[config.mk]
export PLATFORM = sky130hd
export DESIGN_NAME = mem_stage_ctrl
export DESIGN_NICKNAME = d
export VERILOG_FILES = /design/src/rtl/mem_stage_ctrl.sv
export SDC_FILE = /design/constraint.sdc
export NUM_CORES = 1
export LEC_CHECK = 0
export ABC_AREA = 1
export ABC_CLOCK_PERIOD_IN_PS = 1350
export CORE_MARGIN = 2
export CORE_UTILIZATION = 25
export DETAILED_ROUTE_END_ITERATION = 16
export GPL_TIMING_DRIVEN = 0
export HOLD_SLACK_MARGIN = 0.03
export PLACE_DENSITY = 0.53
export SETUP_SLACK_MARGIN = 0.1
export SLEW_MARGIN = 20
export SYNTH_ARGS = -nofsm -noshare
export SYNTH_HDL_FRONTEND = slang
export SYNTH_SLANG_ARGS = --single-unit
[constraint.sdc]
create_clock -name clk -period 1.35 [get_ports clk]
set_input_delay 0.2025 -clock clk [delete_from_list [all_inputs] [get_ports clk]]
set_output_delay 0.2025 -clock clk [all_outputs]
set_load 0.01 [all_outputs]
[src/rtl/mem_stage_ctrl.sv]
// mem_stage_ctrl: MEM-stage sequencer for the LC-3b pipeline.
// Takes the memory fields of the EX/MEM control word and runs the data-memory
// request/response handshake for word, byte and indirect (LDI/STI) accesses.
// The pipeline is held with stall while an access is in flight. It is then
// released for exactly one cycle (DONE), and load_data_valid is high in that
// cycle.
// Ports:
//   clk, reset            - clock, synchronous active-high reset
//   valid, op_*           - control word present / access kind
//   addr, wdata           - effective address and store data from EX
//   dmem_rdata, dmem_resp - data cache read data and completion pulse
//   dmem_read/write       - level requests held until dmem_resp
//   dmem_address/wdata    - request address and write data
//   dmem_byte_enable      - per-byte write enables (0 unless writing)
//   stall                 - hold upstream pipeline registers
//   load_data(_valid)     - load result for MEM/WB, valid only in DONE
module mem_stage_ctrl (
   input  logic        clk,
   input  logic        reset,
   input  logic        valid,
   input  logic        op_read,
   input  logic        op_write,
   input  logic        op_byte,
   input  logic        op_indirect,
   input  logic [15:0] addr,
   input  logic [15:0] wdata,
   input  logic [15:0] dmem_rdata,
   input  logic        dmem_resp,
   output logic        dmem_read,
   output logic        dmem_write,
   output logic [15:0] dmem_address,
   output logic [15:0] dmem_wdata,
   output logic [1:0]  dmem_byte_enable,
   output logic        stall,
   output logic [15:0] load_data,
   output logic        load_data_valid
);

   typedef enum logic [1:0] {IDLE, PTR, DATA, DONE} state_t;

   state_t      state;
   logic [15:0] lat_addr;
   logic [15:0] lat_wdata;
   logic        lat_byte;
   logic        lat_write;
   logic        lat_ind;

   logic        trigger;
   logic [7:0]  byte_sel;
   logic [15:0] read_result;

   always_comb begin
      trigger     = valid && (op_read || op_write);
      byte_sel    = lat_addr[0] ? dmem_rdata[15:8] : dmem_rdata[7:0];
      read_result = lat_byte ? {{8{byte_sel[7]}}, byte_sel} : dmem_rdata;
   end

   always_ff @(posedge clk) begin
      if (reset) begin
         state     <= IDLE;
         lat_addr  <= '0;
         lat_wdata <= '0;
         lat_byte  <= 1'b0;
         lat_write <= 1'b0;
         lat_ind   <= 1'b0;
         load_data <= '0;
      end else begin
         case (state)
            IDLE: begin
               if (trigger) begin
                  lat_addr  <= addr;
                  lat_wdata <= wdata;
                  lat_byte  <= op_byte;
                  // read+write together resolves to a write
                  lat_write <= op_write;
                  lat_ind   <= op_indirect;
                  state     <= op_indirect ? PTR : DATA;
               end
            end
            PTR: begin
               if (dmem_resp) begin
                  lat_addr <= dmem_rdata;
                  state    <= DATA;
               end
            end
            DATA: begin
               if (dmem_resp) begin
                  if (!lat_write)
                     load_data <= read_result;
                  state <= DONE;
               end
            end
            DONE: state <= IDLE;
            default: state <= IDLE;
         endcase
      end
   end

   // Request outputs decode only registered state and latches.
   always_comb begin
      dmem_read        = 1'b0;
      dmem_write       = 1'b0;
      dmem_address     = '0;
      dmem_wdata       = '0;
      dmem_byte_enable = '0;
      stall            = 1'b0;
      load_data_valid  = 1'b0;
      case (state)
         IDLE: stall = trigger && !reset;
         PTR: begin
            dmem_read    = 1'b1;
            dmem_address = {lat_addr[15:1], 1'b0};
            stall        = 1'b1;
         end
         DATA: begin
            dmem_read    = !lat_write;
            dmem_write   = lat_write;
            dmem_address = lat_byte ? lat_addr : {lat_addr[15:1], 1'b0};
            stall        = 1'b1;
            if (lat_byte) begin
               dmem_wdata = {lat_wdata[7:0], lat_wdata[7:0]};
               if (lat_write)
                  dmem_byte_enable = lat_addr[0] ? 2'b10 : 2'b01;
            end else begin
               dmem_wdata = lat_wdata;
               if (lat_write)
                  dmem_byte_enable = 2'b11;
            end
         end
         DONE: load_data_valid = 1'b1;
         default: ;
      endcase
   end

endmodule

==> flow_summary.ini, run 1 <==
[outcome]
status = complete, but fails checks
violations = negative setup slack

[worst_setup_path]
required_ns = 1.15
cp_cell_sequence = inv_6, ha_4, clkbuf_16, buf_8, nand2_2, nor2_4, buf_6
crit_buf_inv = 4
start_kind = register
setup.worst_path.class = reg -> out
cpPeakStageDelay_ns = 0.40
crit_arrival_ns = 1.54
cp-end-kind = output port
cp_slowest_cell = dfxtp_4
crit_fanout = 5
cp_top_family = flip-flops

[cells_and_area]
nets = 674
syn_to_final_growth_pct = 79.0
final_common_cell = nand2_1
mostFrequentLayoutCells = 114 x nand2_1, 53 x clkdlybuf4s50_1, 50 x dfxtp_1
layout-drive-gt1-share = 0.384
diodes = 0

[pwr]
p_int_w = 0.00662
p_sw_frac = 0.418
p_seq_frac = 0.209
irDropWorstVdd_mv = 0.795
finalPower_w = 0.0114
p_leak_nw = 2.46
power_frac_clock = 0.130
p_sw_w = 0.00477
p_per_area_nw_per_um2 = 2120
combPwrFrac = 0.661

[timing]
worst_pin_slew_ns = 0.550
tns_ns = -18.21
setup_viol = 69
slew_headroom = 0.633
rsz0062_at_grt = true
skew_ns = 0.00451
fin_ws_ns = -0.394
fmax_mhz = 573
timing.hold.ws_ns = 0.321
hold_viol_final = 0
min_period_over_period = 1.29
final.min_clock_period_ns = 1.74
drv_slew = 0

[cts]
cts.sinks = 52
htree_levels = 2
cts_root_buf = clkbuf_16
hold_buffers = 0
clock_path_buffers = 2
cts_tree = yes
worstSkewPairLatency_ns = 0.29
numCtsBuffers = 5
clk_transition_reported_paths_ns = 0.07

[die]
die_h_um = 114
initial_core_util = 0.253
pin_count = 110
die-area_um2 = 12900
rows = 40
coreArea_um2 = 11900
die_width_um = 114

[synth]
syn_area_um2 = 3000
ys_types = 26
synth_top_family_by_area = simple AND/OR/NAND/NOR gates
yosys_warnings = 0
synth_seq_area_share = 0.347
synth_nets = 525
avgSynthCellArea_um2 = 6.47
syn_inst = 464
synth_xor_area_frac = 0
synthMuxAreaShare = 0
yosys.area_share.adder = 0.0208
yosys_register_bits = 52
synth_compound_area_frac = 0.127
synthSimpleGateAreaFrac = 0.373

[routing]
drtAntennaViolNets = 0
route.detailed.drc = 0
drt_iter0_drc = 138
routed_wl_mm = 11.1
vias = 3443
drtPass1Iterations = 4
via_per_inst = 4.52
wl_per_cell_um = 14.5

[grt]
gr-total-overflow = 0
grt_max_degree = 18
grt_pass1_vias = 3435
antenna_found_initial = 0
grt_pass1_wl_mm = 17.2
grt_usage = 0.167

[hold_path]
hp-class = in -> reg

[placed_design]
gp_congestion = 0.791
pre_cts_ws_ns = -0.945
io_buffers = 108
hpwl_mm = 7.81

[job]
maxCapViolCount = 0
==> worst min-delay path, stage by stage <==
cell,delay [ns]
buf_2,0.24
a21oi_2,0.05
nand2_1,0.05
inv_1,0.03
==> registers in the layout (all words and copies together) (netlist names) <==
name	cells
lat_addr	16
lat_byte	1
lat_wdata	16
lat_write	1
load_data	16
state	2
==> power groups by stage <==
stage | Sequential (W) | Clock, W | Combinational [W]
finish | 0.00238 | 0.00148 | 0.00753
global route | 0.00243 | 0.00157 | 0.00809
CTS | 0.00236 | 0.00150 | 0.00671
detailed placement | 0.00235 | 0 | 0.00499
global placement | 0.00235 | 0 | 0.00492
floorplan | 0.00232 | 0 | 0.00353
==> Yosys cell counts <==
master	number	share of area
and2_0	12	0.025
nand2_2	1	0.0021
ha_1	5	0.021
a21oi_1	54	0.090
buf_6	8	0.030
dfxtp_1	52	0.35
buf_4	3	0.0075
o21ai_4	1	0.0054
inv_6	2	0.0058
nor2_1	52	0.065
a21oi_2	1	0.0029
inv_4	2	0.0042
clkbuf_1	4	0.0050
nand2_1	147	0.18
nand3_1	26	0.043
nor3_1	1	0.0017
and2_1	4	0.0083
o21ai_1	1	0.0017
inv_1	48	0.060
nand3_4	1	0.0058
buf_2	11	0.018
nor2_4	1	0.0037
nor3_2	7	0.023
nand2_4	3	0.011
o21ai_0	16	0.027
clkinv_2	1	0.0017
==> repair_timing <==
| action | in CTS | in global routing |
|---|---|---|
| gates cloned | 9 | 2 |
| pin swaps | 26 | 18 |
| endpoints found under the setup margin | 98 | 90 |
| setup buffers | 15 | 8 |
| resized for setup | 287 | 63 |
==> path summary, 6_finish.rpt <==
| check | start | endpoint | slack [ns] | cells past startpoint |
|---|---|---|---|---|
| min reg2reg | lat_wdata[13] | lat_wdata[13] | 0.47 | 2 |
| max | state[1] | dmem_address[12] | -0.39 | 7 |
| max reg2reg | state[1] | lat_addr[14] | -0.29 | 10 |
| min | reset | load_data[5] | 0.32 | 4 |
==> stage by stage <==
stage | cells | cell area [um2] | utilization
global placement | 719 | 4460 | 0.376
CTS | 751 | 5100 | 0.430
finish | 761 | 5380 | 0.453
floorplan | 464 | 3200 | -
global route | 761 | 5380 | 0.453
detailed placement | 719 | 4460 | 0.376
==> metal layers <==
layer / track usage / part of all wire / routed length (um)
met4: 0.0398 / 0.015 / 165
met3: 0.0266 / 0.036 / 396
met2: 0.316 / 0.53 / 5840
met5: 0 / 0 / 0
met1: 0.198 / 0.42 / 4660
==> kinds of logic (layout without fill, tap and decap cells) <==
kind of cell / Yosys count / in the layout
and+or+nand+nor: 255 / 255
buffers and inverters: 79 / 229
AOI/OAI and AO/OA: 73 / 73
DFF: 52 / 52
adders and majority gates: 5 / 5
==> cell type report <==
type,instances,area [um2]
fillers,1187,6490
multi-input cells,333,2050
repair buffers,142,1380
flip-flops and latches,52,1050
plain buffers,26,302
inverters,53,244
well taps,147,184
clock buffers,5,125
clock inverters,3,46.3
No activity file was read; power rests on OpenSTA's default activity.
==> run 2, diff against run 1 <==
--- a/config.mk
+++ b/config.mk
@@ -7,12 +7,13 @@
 export LEC_CHECK = 0
 export ABC_AREA = 1
 export ABC_CLOCK_PERIOD_IN_PS = 1350
+export CORE_ASPECT_RATIO = 1.1
 export CORE_MARGIN = 2
-export CORE_UTILIZATION = 25
+export CORE_UTILIZATION = 41
 export DETAILED_ROUTE_END_ITERATION = 16
 export GPL_TIMING_DRIVEN = 0
 export HOLD_SLACK_MARGIN = 0.03
-export PLACE_DENSITY = 0.53
+export PLACE_DENSITY = 0.79
 export SETUP_SLACK_MARGIN = 0.1
 export SLEW_MARGIN = 20
 export SYNTH_ARGS = -nofsm -noshare
==> run 2 against run 1 <==
Against the previous run:
- the flow still finishes with violations (negative setup slack)
- non-clock buffer count grew 9
- critical endpoint is now dmem_address[9]
- clock skew shrank 0.0013 ns
- combinational power rose by 17%
- die area fell by 38%
- first-iteration DRC count rose by 53%
- critical path depth increased by 3
- register-to-register slack worse by 0.09 ns
- hold slack got worse by 0.0089 ns
- core utilization grew 34 points
- largest power group unchanged
- clock power decreased by 36%
==> flow_summary.ini, run 2 (synthesis gave the netlist of run 1 again) <==
[grt]
gr-total-overflow = 0
grt_usage = 0.253
grt_pass1_wl_mm = 16.4
antenna_found_initial = 0
grt_pass1_vias = 3485
grt_max_degree = 16

[routing]
drtAntennaViolNets = 0
route.detailed.drc = 0
wl_per_cell_um = 17.4
drt_iter0_drc = 211
routed_wl_mm = 12.3
vias = 3813
drtPass1Iterations = 5
via_per_inst = 5.39

[worst_setup_path]
cpPeakStageDelay_ns = 0.38
cp_slowest_cell = dfxtp_4
setup.worst_path.class = reg -> out
cp_cell_sequence = inv_6, ha_4, buf_8, inv_8, nand2_8, inv_8, buf_12, buf_4, nor2_2, buf_2
crit_fanout = 6
crit_buf_inv = 7
required_ns = 1.15
cp_common_cell = inv_8
cp-end-kind = output port
crit_arrival_ns = 1.63
cp_top_family = buffers and inverters
start_kind = register

[cts]
clock_path_buffers = 2
hold_buffers = 0
worstSkewPairLatency_ns = 0.31
cts.sinks = 52
htree_levels = 2
clk_transition_reported_paths_ns = 0.10
cts_root_buf = clkbuf_8
cts_tree = yes
numCtsBuffers = 5

[die]
die-area_um2 = 8030
rows = 32
coreArea_um2 = 7050
die_width_um = 85.6
pin_count = 110
initial_core_util = 0.426
die_h_um = 93.8

[placed_design]
pre_cts_ws_ns = -0.868
hpwl_mm = 6.84
gp_congestion = 0.898
place_inst = 657
io_buffers = 108
place_area_um2 = 4390

[timing]
fmax_mhz = 545
setup_viol = 81
skew_ns = 0.00324
rsz0062_at_grt = true
min_period_over_period = 1.36
tns_ns = -25.17
worst_pin_slew_ns = 0.549
final.min_clock_period_ns = 1.84
fin_ws_ns = -0.485
slew_headroom = 0.634
hold_viol_final = 0
drv_slew = 0

[pwr]
p_per_area_nw_per_um2 = 2190
p_leak_nw = 2.56
irDropWorstVdd_mv = 2.51

[cells_and_area]
nFillCells = 421
layout-drive-gt1-share = 0.438
nets = 683
diodes = 0
design_area_um2 = 5580
top_regs = lat_addr x16, lat_wdata x16, load_data x16
syn_to_final_growth_pct = 85.9
mostFrequentLayoutCells = 103 x nand2_1, 54 x clkdlybuf4s50_1, 50 x dfxtp_1
post_layout_nonfiller_instances = 708
final_common_cell = nand2_1

[hold_path]
hp-class = in -> reg

[outcome]
violations = negative setup slack
status = complete, but fails checks

[job]
maxCapViolCount = 0
run 2: repair_timing:
item	4_1_cts	5_1_grt
resized for setup	287	131
setup endpoints to repair	98	82
pin swaps	36	47
cloned	9	3
setup buffers	20	16
run 2: power breakdown:
part,internal (W),total [W],switching [W]
clock,0.000420,0.000951,0.000532
combinational,0.00438,0.00882,0.00444
sequential,0.00201,0.00245,0.000436
run 2: path summary, 6_finish.rpt:
check	from	to	slack, ns	depth (start not counted)
hold / removal	reset	load_data[5]	0.31	4
setup reg to reg	state[0]	load_data[5]	-0.38	13
hold reg to reg	load_data[7]	load_data[7]	0.48	2
setup / recovery	state[0]	dmem_address[9]	-0.49	10
run 2: worst min-delay path, stage by stage:
cell	delay [ns]
buf_2	0.25
a21oi_2	0.05
nand2_1	0.05
inv_1	0.03
run 2: area by class of cell:
type,instances,area [um2],share of cell area
Inverter,53,249,0.0446
Sequential cell,52,1050,0.188
Tap cell,85,106,0.0190
Buffer,25,315,0.0565
Multi-Input combinational cell,333,2230,0.400
Timing Repair Buffer,152,1540,0.276
Clock buffer,7,86.3,0.0155
Clock inverter,1,6.26,0.00112
run 2: metrics by stage:
| stage | total power, W | utilization | hold slack [ns] |
|---|---|---|---|
| global route | 0.0128 | 0.792 | 0.326 |
| floorplan | 0.00585 | - | 0.345 |
| global placement | 0.00714 | 0.623 | 0.452 |
| detailed placement | 0.00724 | 0.623 | 0.456 |
| finish | 0.0122 | 0.792 | 0.312 |
| CTS | 0.00983 | 0.702 | 0.272 |
run 2: metal layers:
layer / wire length, um / vias to the layer above / GRT usage / share of wire
met5: 0 / - / 0 / 0
li1: - / 1755 / - / -
met4: 469 / 0 / 0.0952 / 0.038
met3: 806 / 44 / 0.0413 / 0.065
met1: 4470 / 1809 / 0.297 / 0.36
met2: 6590 / 205 / 0.459 / 0.53
